<file path="src/rtl/sub16_seq_if.sv">
// Operand/result handshake bundle for sub16_seq.
// The ovf signal exists only when SUB16_OVF_EN is defined.
interface sub16_seq_if #(
  parameter int WIDTH = 16
);
  logic             in_valid;
  logic             in_ready;
  logic [WIDTH-1:0] a;
  logic [WIDTH-1:0] b;
  logic             bin;
  logic             out_valid;
  logic             out_ready;
  logic [WIDTH-1:0] diff;
  logic             bout;
`ifdef SUB16_OVF_EN
  logic             ovf;
`endif

  modport master (
    output in_valid, a, b, bin, out_ready,
`ifdef SUB16_OVF_EN
    input  ovf,
`endif
    input  in_ready, out_valid, diff, bout
  );

  modport slave (
    input  in_valid, a, b, bin, out_ready,
`ifdef SUB16_OVF_EN
    output ovf,
`endif
    output in_ready, out_valid, diff, bout
  );
endinterface

</file>
<file path="src/rtl/sub16_seq.sv">
// Digit-serial subtractor: diff = a - b - bin, DIGIT bits per cycle, LSB first.
// Define SUB16_OVF_EN to add the signed-overflow output. Requires DIGIT < WIDTH.
module sub16_seq #(
  parameter int WIDTH = 16,
  parameter int DIGIT = 4
) (
  input  logic        clk,
  input  logic        rst_n,
  sub16_seq_if.slave  bus
);
  localparam int NDIG  = WIDTH / DIGIT;
  localparam int CNT_W = (NDIG > 1) ? $clog2(NDIG) : 1;

  typedef enum logic [1:0] {IDLE, RUN, DONE} state_t;

  state_t             r_state;
  state_t             w_state_nxt;
  logic [CNT_W-1:0]   r_cnt;
  logic [WIDTH-1:0]   r_a;
  logic [WIDTH-1:0]   r_b;
  logic               r_borrow;
  logic [WIDTH-1:0]   r_diff;
  logic               r_bout;
  logic [DIGIT:0]     w_slice;
  logic               w_last;
`ifdef SUB16_OVF_EN
  logic               r_a_msb;
  logic               r_b_msb;
  logic               r_ovf;
`endif

  // Top bit of the (DIGIT+1)-bit difference is the borrow out of the slice.
  function automatic logic [DIGIT:0] sub_digit(input logic [DIGIT-1:0] a_d,
                                               input logic [DIGIT-1:0] b_d,
                                               input logic             bi);
    return {1'b0, a_d} - {1'b0, b_d} - {{DIGIT{1'b0}}, bi};
  endfunction

  assign w_slice = sub_digit(r_a[DIGIT-1:0], r_b[DIGIT-1:0], r_borrow);
  assign w_last  = (r_cnt == CNT_W'(NDIG - 1));

  always_ff @(posedge clk or negedge rst_n) begin
    if (!rst_n) r_state <= IDLE;
    else        r_state <= w_state_nxt;
  end

  always_comb begin
    w_state_nxt   = r_state;
    bus.in_ready  = 1'b0;
    bus.out_valid = 1'b0;
    unique case (r_state)
      IDLE: begin
        bus.in_ready = 1'b1;
        if (bus.in_valid) w_state_nxt = RUN;
      end
      RUN: begin
        if (w_last) w_state_nxt = DONE;
      end
      DONE: begin
        bus.out_valid = 1'b1;
        if (bus.out_ready) w_state_nxt = IDLE;
      end
      default: w_state_nxt = IDLE;
    endcase
  end

  // Operands shift right one digit per RUN cycle; each slice enters diff at the top,
  // so after NDIG cycles diff holds the full result in place.
  always_ff @(posedge clk or negedge rst_n) begin
    if (!rst_n) begin
      r_cnt    <= '0;
      r_a      <= '0;
      r_b      <= '0;
      r_borrow <= 1'b0;
      r_diff   <= '0;
      r_bout   <= 1'b0;
`ifdef SUB16_OVF_EN
      r_a_msb  <= 1'b0;
      r_b_msb  <= 1'b0;
      r_ovf    <= 1'b0;
`endif
    end else begin
      case (r_state)
        IDLE: begin
          if (bus.in_valid) begin
            r_a      <= bus.a;
            r_b      <= bus.b;
            r_borrow <= bus.bin;
            r_cnt    <= '0;
`ifdef SUB16_OVF_EN
            r_a_msb  <= bus.a[WIDTH-1];
            r_b_msb  <= bus.b[WIDTH-1];
`endif
          end
        end
        RUN: begin
          r_a      <= r_a >> DIGIT;
          r_b      <= r_b >> DIGIT;
          r_diff   <= {w_slice[DIGIT-1:0], r_diff[WIDTH-1:DIGIT]};
          r_borrow <= w_slice[DIGIT];
          r_cnt    <= r_cnt + 1'b1;
          if (w_last) begin
            r_bout <= w_slice[DIGIT];
`ifdef SUB16_OVF_EN
            r_ovf  <= (r_a_msb != r_b_msb) && (w_slice[DIGIT-1] != r_a_msb);
`endif
          end
        end
        default: ;
      endcase
    end
  end

  assign bus.diff = r_diff;
  assign bus.bout = r_bout;
`ifdef SUB16_OVF_EN
  assign bus.ovf  = r_ovf;
`endif
endmodule

</file>
<file path="src/flat_wrapper.sv">
// flat-port wrapper written by rule: the top's interface ports become plain ports
module sub16_seq_flat 
#(
  parameter int WIDTH = 16,
  parameter int DIGIT = 4
)
  (clk, rst_n, bus_in_valid, bus_a, bus_b, bus_bin, bus_out_ready, bus_in_ready, bus_out_valid, bus_diff, bus_bout);
  sub16_seq_if #(.WIDTH(WIDTH)) bus_i ();
  input  logic clk;
  input  logic rst_n;
  input wire logic [$bits(bus_i.in_valid)-1:0] bus_in_valid;
  input wire logic [$bits(bus_i.a)-1:0] bus_a;
  input wire logic [$bits(bus_i.b)-1:0] bus_b;
  input wire logic [$bits(bus_i.bin)-1:0] bus_bin;
  input wire logic [$bits(bus_i.out_ready)-1:0] bus_out_ready;
  output wire logic [$bits(bus_i.in_ready)-1:0] bus_in_ready;
  output wire logic [$bits(bus_i.out_valid)-1:0] bus_out_valid;
  output wire logic [$bits(bus_i.diff)-1:0] bus_diff;
  output wire logic [$bits(bus_i.bout)-1:0] bus_bout;
  assign bus_i.in_valid = bus_in_valid;
  assign bus_i.a = bus_a;
  assign bus_i.b = bus_b;
  assign bus_i.bin = bus_bin;
  assign bus_i.out_ready = bus_out_ready;
  assign bus_in_ready = bus_i.in_ready;
  assign bus_out_valid = bus_i.out_valid;
  assign bus_diff = bus_i.diff;
  assign bus_bout = bus_i.bout;
  sub16_seq #(.WIDTH(WIDTH), .DIGIT(DIGIT)) u_core (.clk(clk), .rst_n(rst_n), .bus(bus_i));
endmodule
</file>
<file path="config.mk">
export PLATFORM = sky130hd
export DESIGN_NAME = sub16_seq_flat
export DESIGN_NICKNAME = d
export VERILOG_FILES = /design/src/rtl/sub16_seq_if.sv /design/src/rtl/sub16_seq.sv /design/src/flat_wrapper.sv
export SDC_FILE = /design/constraint.sdc
export NUM_CORES = 1
export LEC_CHECK = 0
export ABC_CLOCK_PERIOD_IN_PS = 1900
export CORE_UTILIZATION = 30
export CTS_BUF_LIST = sky130_fd_sc_hd__clkbuf_4 sky130_fd_sc_hd__clkbuf_8 sky130_fd_sc_hd__clkbuf_16
export CTS_CLUSTER_SIZE = 25
export DETAILED_ROUTE_END_ITERATION = 10
export SLEW_MARGIN = 40
export SYNTH_ARGS = -nofsm -noshare
export SYNTH_HDL_FRONTEND = slang
export SYNTH_SLANG_ARGS = --single-unit
</file>
<file path="constraint.sdc">
create_clock -name clk -period 1.9 [get_ports clk]
set_input_delay 0.38 -clock clk [delete_from_list [all_inputs] [get_ports clk]]
set_output_delay 0.38 -clock clk [all_outputs]
set_load 0.01 [all_outputs]
</file>
==> out/qor.csv <==
metric;value;unit
synthesized area;2640;sq um
RSZ-0062 raised after global routing;yes;
synth warn;0;
Fin Clk Skew;0.00824;ns
die area;9190;sq um
failing checks;setup timing;
sequential share of the synthesized area;0.511;
CP startpoint kind;register;
Peak supply drop;0.530;mV
crit path time final;2.12;ns
number of DRC markers in iteration 0;96;
Overflow after GRT;0;
DIE HEIGHT;95.9;microns
Clock transition at path regs;0.10;ns
# setup viols final;4;
register area;1350;sq um
PortBufs;55;
Syn Nets;326;
WL/cell;13.4;microns
Worst Tran Pin Value;0.535;ns
Hold-fix buffers, CTS;0;
Starting Density;0.315;
crit path cell chain;inv_2 > fa_1 > ha_2 > nor2_2 > fa_2 > and3b_1 > a2bb2oi_2 > o211ai_1;
Worst Path Arrival;2.36;ns
CP Capture Type;register;
DRT Pass-1 Iters;4;
DIE WIDTH;95.9;microns
post-route insts no fill;449;
vias per cell;4.75;
Post-synth EDFFs;0;
total power draw;5.78;mW
worst setup margin;-0.224;ns
post-placement setup slack;-0.220;ns
power density cells;1650;nW/um^2
Crit-path slowest cell;fa_1;
ant diodes;0;
cells after synthesis;280;
placed insts;439;
most frequent cells in the layout;64 x nand2_1, 54 x dfrtp_1, 53 x clkdlybuf4s50_1;
endpoints failing hold;0;
largest net degree at the start of global routing;25;
Root Buffer;clkbuf_8;
first-pass GRT wire length;9920;microns
post-DP HPWL;4270;microns
Rows;33;
Slew Viols, Final;0;
HP Class;input pin to asynchronous set/reset pin;
Multi-input gate area;1180;sq um
Synth cell types;30;
CTS tree;yes;
CTS Buf Count;5;
Fill cells;852;
Area Overhead vs Synth;32.7;%
clk buf depth;2;
drt total wl;6010;microns
drt drc;0;
H-tree depth;2;
Setup Crit Path Kind;register to register;
status;complete, but fails checks;
Max-Cap Viols;0;
aggregate global-route resource usage;0.141;
ys async rst share;1.00;
share of post-route cells with drive strength above 1;0.119;
post-layout net count;389;
final period utilization;1.12;
Avg Synthesized Cell Area;9.44;sq um
Seq cells post-synth;54;
I/O Pins;56;
Clk Latency, worst-skew pair;0.31;ns
initial antenna violation count;0;
vias in the first global route;2034;
CP peak stage delay;0.56;ns
Core Footprint;8380;sq um
most common cell after layout, fill and taps aside;nand2_1;
total number of vias;2134;
ys flop type;dfrtp_1;
post-route ant nets;0;
static leakage;1.61;nW
worst rel slew slack;0.643;
Crit path required time;2.13;ns
Peak Freq;471;MHz
gpl congestion;0.770;
clock sink count;54;
Crit Path Max Fanout;3;
## sequential cells by signal, indices dropped and copies added (netlist names)
signal           count
u_core.r_b          16
u_core.r_borrow      1
u_core.r_cnt         2
u_core.r_state       2
u_core.r_a          16
u_core.bus.bout      1
u_core.bus.diff     16
## power by group
group          leakage (nW)  switching, mW  internal [mW]  total [mW]
combinational         0.873           1.58           1.56        3.14
clock                0.0441          0.393          0.260       0.653
sequential            0.689          0.336           1.66        1.99
## cell families after synthesis
logic type	synth area share
fa+ha+maj	0.0483
mux	0.0530
buf+inv	0.0535
simple gates	0.163
xor+xnor	0.00663
compound gates	0.165
flops	0.511
## repair_timing
item / 4_1_cts / 5_1_grt
endpoints found under the setup margin: 5 / 5
setup buffers: 1 / 1
pin swaps: 1 / 5
gates cloned: 0 / 0
resized for setup: 3 / 5
## through the flow
stage / area (sq um) / setup TNS [ns] / util / hold slack (ns)
2_1_floorplan: 2650 / -0.234 / - / 0.0844
3_3_place_gp: 3390 / -0.382 / 0.404 / 0.395
3_5_place_dp: 3390 / -0.626 / 0.404 / 0.399
4_1_cts: 3490 / -0.605 / 0.417 / 0.0538
5_1_grt: 3510 / -1.03 / 0.419 / 0.0731
6_report: 3510 / -0.580 / 0.419 / 0.0353
## Yosys cell counts, types with 2 or more instances
| master | number | area [sq um] |
|---|---|---|
| a21oi_1 | 19 | 95.1 |
| a22o_1 | 2 | 17.5 |
| a22oi_1 | 10 | 75.1 |
| buf_6 | 2 | 22.5 |
| and3b_1 | 2 | 17.5 |
| nand2_1 | 64 | 240 |
| fa_1 | 2 | 40.0 |
| mux2i_1 | 14 | 140 |
| nor2_1 | 4 | 15.0 |
| ha_1 | 7 | 87.6 |
| a2bb2oi_1 | 2 | 17.5 |
| clkbuf_1 | 10 | 37.5 |
| inv_1 | 11 | 41.3 |
| o21ai_0 | 2 | 10.0 |
| buf_4 | 2 | 15.0 |
| nor2b_1 | 21 | 131 |
| dfrtp_1 | 54 | 1350 |
| buf_2 | 5 | 25.0 |
| o21ai_1 | 36 | 180 |
## worst paths after layout
check	startpoint	to	slack [ns]	depth (start not counted)
setup / recovery	u_core.r_b[0]	u_core.r_borrow	-0.22	8
hold / removal	rst_n	u_core.r_b[2]	0.04	1
setup reg to reg	u_core.r_b[0]	u_core.r_borrow	-0.22	8
hold reg to reg	u_core.bus.diff[1]	u_core.bus.diff[1]	0.48	2
max in group asynchronous	rst_n	u_core.bus.diff[5]	1.31	2
min in group clk	u_core.bus.diff[1]	u_core.bus.diff[1]	0.48	2
## layout make-up
| type | instances | area share |
|---|---|---|
| well taps | 105 | 0.0374 |
| flip-flops and latches | 54 | 0.385 |
| multi-input cells | 196 | 0.338 |
| clock buffers | 5 | 0.0196 |
| clock inverters | 3 | 0.00606 |
| inverters | 11 | 0.0118 |
| repair buffers | 75 | 0.202 |
## routing by layer
metal  global-route usage  vias up  share of wire
met1                0.196     1010           0.49
met2                0.220       52           0.46
li1                     -     1065              -
met3               0.0292        7          0.045
met5                    0        -              0
met4               0.0410        0          0.011
## worst max-delay path: cells and delay by family, from the launching register on
kind	cells	cell delay, ns
compound gates	2	0.31
fa+ha+maj	3	1.10
buf+inv	1	0.04
flops	1	0.37
simple gates	2	0.23
Note: power is estimated with default switching activity, not from simulation.
